$ cat config.mk
export PLATFORM = sky130hd
export DESIGN_NAME = fetch_unit_flat
export DESIGN_NICKNAME = d
export VERILOG_FILES = /design/src/rtl/fetch_unit_if.sv /design/src/rtl/fetch_unit.sv /design/src/flat_wrapper.sv
export SDC_FILE = /design/constraint.sdc
export NUM_CORES = 1
export LEC_CHECK = 0
export BUFFER_PORTS_ARGS = -buffer_cell sky130_fd_sc_hd__buf_4
export CAP_MARGIN = 20
export CELL_PAD_IN_SITES_DETAIL_PLACEMENT = 1
export CELL_PAD_IN_SITES_GLOBAL_PLACEMENT = 1
export CORE_ASPECT_RATIO = 1.4
export CORE_UTILIZATION = 40
export CTS_CLUSTER_SIZE = 8
export DETAILED_ROUTE_END_ITERATION = 7
export PLACE_DENSITY = 0.78
export SYNTH_ARGS = -nofsm -noshare
export SYNTH_HDL_FRONTEND = slang
export SYNTH_SLANG_ARGS = --single-unit
export TNS_END_PERCENT = 10
$ cat constraint.sdc
create_clock -name clk -period 3.4 [get_ports clk]
set_clock_uncertainty 0.15 [all_clocks]
set_input_delay 0.68 -clock clk [delete_from_list [all_inputs] [get_ports clk]]
set_output_delay 0.68 -clock clk [all_outputs]
set_load 0.01 [all_outputs]
$ cat src/rtl/fetch_unit_if.sv
// Instruction-memory request/response bundle between the fetch stage and the instruction memory.
interface fetch_unit_if;
  localparam int unsigned XLEN = 32;

  logic            imem_req;
  logic [XLEN-1:0] imem_addr;
  logic            imem_ack;
  logic [XLEN-1:0] imem_data;

  modport master (output imem_req, output imem_addr, input imem_ack, input imem_data);
  modport slave  (input imem_req, input imem_addr, output imem_ack, output imem_data);
endinterface

$ cat src/rtl/fetch_unit.sv
// Single-outstanding-request instruction fetch stage feeding the IF/ID register,
// with a one-entry hold buffer for stalls and a drain state for squashed requests.
module fetch_unit #(
  parameter logic [31:0] RESET_PC  = 32'h0000_0000,
  parameter logic [31:0] NOP_INSTR = 32'h0000_0000
) (
  input  logic          clk,
  input  logic          rst,
  input  logic          stall,
  input  logic          flush,
  input  logic [31:0]   branch_target,
  fetch_unit_if.master  imem,
  output logic [31:0]   instr_out,
  output logic [31:0]   pc_out,
  output logic          valid_out
);
  localparam int unsigned XLEN = 32;

  typedef enum logic [1:0] {FETCH, HOLD, DRAIN} state_e;

  state_e            state_q, state_d;
  logic [XLEN-1:0]   pc_q, pc_d;
  logic [XLEN-1:0]   drain_addr_q, drain_addr_d;
  logic [XLEN-1:0]   hold_instr_q, hold_instr_d;
  logic [XLEN-1:0]   hold_pc_q, hold_pc_d;
  logic              hold_vld_q, hold_vld_d;
  logic [XLEN-1:0]   instr_q, instr_d;
  logic [XLEN-1:0]   pc_out_q, pc_out_d;
  logic              valid_q, valid_d;
  logic              req_q, req_d;
  logic [XLEN-1:0]   addr_q, addr_d;

  // State and IF/ID registers
  always_ff @(posedge clk) begin
    if (rst) begin
      state_q      <= FETCH;
      pc_q         <= RESET_PC;
      drain_addr_q <= RESET_PC;
      hold_instr_q <= NOP_INSTR;
      hold_pc_q    <= RESET_PC;
      hold_vld_q   <= 1'b0;
      instr_q      <= NOP_INSTR;
      pc_out_q     <= RESET_PC;
      valid_q      <= 1'b0;
      req_q        <= 1'b1;
      addr_q       <= RESET_PC;
    end else begin
      state_q      <= state_d;
      pc_q         <= pc_d;
      drain_addr_q <= drain_addr_d;
      hold_instr_q <= hold_instr_d;
      hold_pc_q    <= hold_pc_d;
      hold_vld_q   <= hold_vld_d;
      instr_q      <= instr_d;
      pc_out_q     <= pc_out_d;
      valid_q      <= valid_d;
      req_q        <= req_d;
      addr_q       <= addr_d;
    end
  end

  // Next-state logic; flush overrides stall and ack in every state
  always_comb begin
    state_d      = state_q;
    pc_d         = pc_q;
    drain_addr_d = drain_addr_q;
    hold_instr_d = hold_instr_q;
    hold_pc_d    = hold_pc_q;
    hold_vld_d   = hold_vld_q;
    instr_d      = instr_q;
    pc_out_d     = pc_out_q;
    valid_d      = valid_q;

    if (flush) begin
      pc_d       = {branch_target[XLEN-1:2], 2'b00};
      instr_d    = NOP_INSTR;
      valid_d    = 1'b0;
      hold_vld_d = 1'b0;
      unique case (state_q)
        FETCH: begin
          if (imem.imem_ack) begin
            state_d = FETCH;
          end else begin
            state_d      = DRAIN;
            drain_addr_d = pc_q;
          end
        end
        HOLD:    state_d = FETCH;
        DRAIN:   state_d = imem.imem_ack ? FETCH : DRAIN;
        default: state_d = FETCH;
      endcase
    end else begin
      unique case (state_q)
        FETCH: begin
          if (imem.imem_ack) begin
            pc_d = pc_q + XLEN'(4);
            if (stall) begin
              hold_instr_d = imem.imem_data;
              hold_pc_d    = pc_q;
              hold_vld_d   = 1'b1;
              state_d      = HOLD;
            end else begin
              instr_d  = imem.imem_data;
              pc_out_d = pc_q;
              valid_d  = 1'b1;
            end
          end else if (!stall) begin
            instr_d = NOP_INSTR;
            valid_d = 1'b0;
          end
        end
        HOLD: begin
          if (!stall) begin
            instr_d    = hold_instr_q;
            pc_out_d   = hold_pc_q;
            valid_d    = hold_vld_q;
            hold_vld_d = 1'b0;
            state_d    = FETCH;
          end
        end
        DRAIN: begin
          // Response to the squashed request is dropped; IF/ID keeps its bubble
          if (imem.imem_ack) state_d = FETCH;
        end
        default: state_d = FETCH;
      endcase
    end

    req_d  = (state_d != HOLD);
    addr_d = (state_d == DRAIN) ? drain_addr_d : pc_d;
  end

  assign imem.imem_req  = req_q;
  assign imem.imem_addr = addr_q;
  assign instr_out      = instr_q;
  assign pc_out         = pc_out_q;
  assign valid_out      = valid_q;
endmodule
$ cat src/flat_wrapper.sv
// flat-port wrapper written by rule: the top's interface ports become plain ports
module fetch_unit_flat 
#(
  parameter logic [31:0] RESET_PC  = 32'h0000_0000,
  parameter logic [31:0] NOP_INSTR = 32'h0000_0000
)
  (clk, rst, stall, flush, branch_target, instr_out, pc_out, valid_out, imem_imem_req, imem_imem_addr, imem_imem_ack, imem_imem_data);
  fetch_unit_if imem_i ();
  input  logic clk;
  input  logic rst;
  input  logic stall;
  input  logic flush;
  input  logic [31:0] branch_target;
  output logic [31:0] instr_out;
  output logic [31:0] pc_out;
  output logic valid_out;
  output wire logic [$bits(imem_i.imem_req)-1:0] imem_imem_req;
  output wire logic [$bits(imem_i.imem_addr)-1:0] imem_imem_addr;
  input wire logic [$bits(imem_i.imem_ack)-1:0] imem_imem_ack;
  input wire logic [$bits(imem_i.imem_data)-1:0] imem_imem_data;
  assign imem_imem_req = imem_i.imem_req;
  assign imem_imem_addr = imem_i.imem_addr;
  assign imem_i.imem_ack = imem_imem_ack;
  assign imem_i.imem_data = imem_imem_data;
  fetch_unit #(.RESET_PC(RESET_PC), .NOP_INSTR(NOP_INSTR)) u_core (.clk(clk), .rst(rst), .stall(stall), .flush(flush), .branch_target(branch_target), .imem(imem_i), .instr_out(instr_out), .pc_out(pc_out), .valid_out(valid_out));
endmodule
==> out/qor.yml <==
global_routing:
  grt_antenna_before_repair: 0
  grt_use_total: 0.248
  grt_remaining_overflow: 0
  grt_pass1_vias: 9367
  grt_max_degree: 100
  grt_pass1_wl_um: 48000
die:
  ioPinCount: 167
  dieArea_mm2: 0.0241
  num_rows: 66
  die_h_um: 183
  coreArea_mm2: 0.0231
  start_util: 0.407
  die_w_um: 132
finish:
  mostFrequentLayoutCells: "dfxtp_1 (229), buf_4 (195), nand2_1 (192)"
  utilization: 0.510
  num_antenna_cells: 0
  area_growth_pct: 25.4
  drive_above_1_share: 0.198
  finish.instance_area_mm2: 0.0118
  final_cells: 1561
  final_common_cell: "dfxtp_1"
  final_nets: 1324
sta:
  hold_viol: 0
  fmax_mhz: 379
  slew_violations: 0
  setup_slack_ps: 760
  min_period_over_period: 0.776
  rsz0062_at_grt: "no"
  worst_pin_slew_ps: 850
  setup_violations: 0
  tns_ps: 0
  fin_crit_ps: 2640
  slew_headroom: 0.429
placed_design:
  pre_cts_ws_ps: 333
  place_hpwl_um: 19500
  placed_cell_area_mm2: 0.0109
  gp_congestion: 0.845
  numPlacedInstances: 1524
  port_buffers: 164
setup_path:
  required_ps: 3680
  slowest_stage: "or4_4"
  startpoint: "u_core.state_q[0]$_SDFF_PP0_"
  crit_chain: "or3b_1, or4_4, or4_4, or3_1, a31oi_1"
  worst_setup_path_start_kind: "flip-flop"
  cp_num_buf_inv: 0
  worstSetupPathType: "flip-flop to flip-flop"
  cp.arrival_ps: 2920
  worst_path_most_repeated_cell: "or4_4"
  crit_family: "simple AND/OR/NAND/NOR gates"
  cp_max_fo: 10
  r2r_start: "u_core.state_q[0]$_SDFF_PP0_"
  max_stage_delay_ps: 570
  cp-end-kind: "flip-flop"
  r2r_slack_ps: 760
synth:
  synth-seq-cells: 229
  yosysWarnings: 0
  seq_area_frac_synth: 0.487
  ys_types: 51
  synth_area_mm2: 0.00941
  synthTopCellsByArea: "dfxtp_1 (49%), nand2_1 (7.7%), a21oi_1 (6.2%), mux2i_1 (5.2%), nor2_1 (5.2%)"
  synth_top_area_share: 0.487
  ys.flop_type: "dfxtp_1"
  synthArstFlopShare: 0
  synth_largest_area_cell: "dfxtp_1"
  synthCells: 1127
  synth-edff-count: 0
  syn-num-nets: 1197
  synth.avg_cell_area_um2: 8.35
clock_tree:
  clk_path_buf_depth: 3
  h-tree-depth: 2
  insertion_delay_ps: 500
  post_cts_buffers: 0
  holdBufCountCts: 0
  cts_tree: "yes"
  root_buffer: "clkbuf_16"
  clkSinkCount: 229
  cts-buffers-inserted: 34
  clk_pin_slew_ps: 50
  cts_resized: 0
drt:
  detail_route.wl_per_cell_um: 19.2
  routed_via_density: 5.59
  ant_nets: 0
  dr.pass1.iters: 4
  drtIter0Drc: 358
  wl_um: 30000
  drc_errors: 0
  vias: 8730
power_and_ir_drop:
  peakVddDrop_mv: 0.373
  p_leak_uw: 0.00479
  p_per_area_mw_per_mm2: 554
flow_run:
  maxCapViolCount: 0
hold_path:
  hp-class: "primary input to flip-flop"
  hold_path_startpoint: "imem_imem_data[23]"
outcome:
  status: "finished, final reports clean"
synthesized netlist by cell type, types with 2 or more instances:
| library cell | count |
|---|---|
| or4_1 | 6 |
| or3_1 | 7 |
| or2_2 | 3 |
| dfxtp_1 | 229 |
| a21oi_1 | 117 |
| o21bai_1 | 3 |
| a21o_1 | 5 |
| nand4_1 | 11 |
| and2_1 | 5 |
| xnor2_1 | 10 |
| clkbuf_2 | 2 |
| a211oi_1 | 53 |
| a221o_1 | 2 |
| nand2_1 | 192 |
| o21a_1 | 4 |
| buf_1 | 6 |
| o31a_1 | 3 |
| nand4bb_1 | 2 |
| mux2_2 | 2 |
| o211ai_1 | 2 |
| a221oi_1 | 35 |
| mux2i_1 | 49 |
| nor4bb_1 | 2 |
| a22o_1 | 2 |
| and3_1 | 7 |
| xor2_1 | 16 |
| and4_1 | 3 |
| clkbuf_1 | 97 |
| nand3_1 | 13 |
| nor2_1 | 130 |
| a22oi_1 | 4 |
| a211o_1 | 4 |
| nor3_1 | 47 |
| nor4_1 | 8 |
| or4_4 | 2 |
| inv_1 | 6 |
| a31oi_1 | 3 |
| o21ai_0 | 22 |
state kept, by name, summed over array words and instances (netlist names):
signal                 count
u_core.drain_addr_q       32
u_core.hold_instr_q       32
u_core.hold_pc_q          32
u_core.hold_vld_q          1
u_core.imem.imem_addr     32
u_core.imem.imem_req       1
u_core.instr_out          32
u_core.pc_out             32
u_core.pc_q               32
u_core.state_q             2
u_core.valid_out           1
metrics by stage:
| step | power (uW) | hold slack [ps] |
|---|---|---|
| floorplan | 3330 | 283 |
| global placement | 3640 | 290 |
| detailed placement | 3660 | 294 |
| CTS | 6620 | 279 |
| global route | 6780 | 288 |
| finish | 6540 | 287 |
report_power, final:
group	switching, uW	internal [uW]	total (uW)
Sequential	97.5	2810	2910
Combinational	402	297	699
Clock	1130	1800	2930
Total	1630	4910	6540
worst register-to-register path, stage by stage, from the launching register on:
cell and delay [ps]:
dfxtp_1 410, or3b_1 430, or4_4 570, or4_4 570, or3_1 320, a31oi_1 130
layer usage:
metal / share of wire / track usage / vias up / routed length (um)
met5: 0 / 0 / - / 0
met4: 0.039 / 0.127 / 0 / 1170
met3: 0.060 / 0.0543 / 90 / 1790
met2: 0.51 / 0.453 / 224 / 15400
met1: 0.39 / 0.268 / 4240 / 11600
li1: - / - / 4176 / -
final cells by class:
type                       instances  area [um2]
multi-input combinational        786        4420
tap                              306         383
clock buffer                      35         876
inverter                           6        22.5
sequential                       229        4580
fill                            2753       11300
timing repair buffer             197        1500
clock inverter                     2        13.8
cells by family (layout without fill, tap and decap cells):
logic type	after synthesis	count (layout)	synth area share
DFF	229	229	0.487
adders and majority gates	1	1	0.00133
and+or+nand+nor	445	445	0.208
AOI/OAI and AO/OA	263	263	0.179
xor gates and xnor gates	26	26	0.0242
muxes	51	51	0.0545
buffers and inverters	112	240	0.0458
path summary, 6_finish.rpt:
kind / cells past startpoint / endpoint
worst min-delay path: 3 / u_core.hold_instr_q[23]$_SDFFE_PP0P_
worst min register to register: 2 / u_core.drain_addr_q[18]$_SDFF_PP0_
worst max register to register: 5 / u_core.imem.imem_addr[29]$_SDFF_PP0_
worst max-delay path: 5 / u_core.imem.imem_addr[29]$_SDFF_PP0_
No activity file was read; power rests on OpenSTA's default activity.
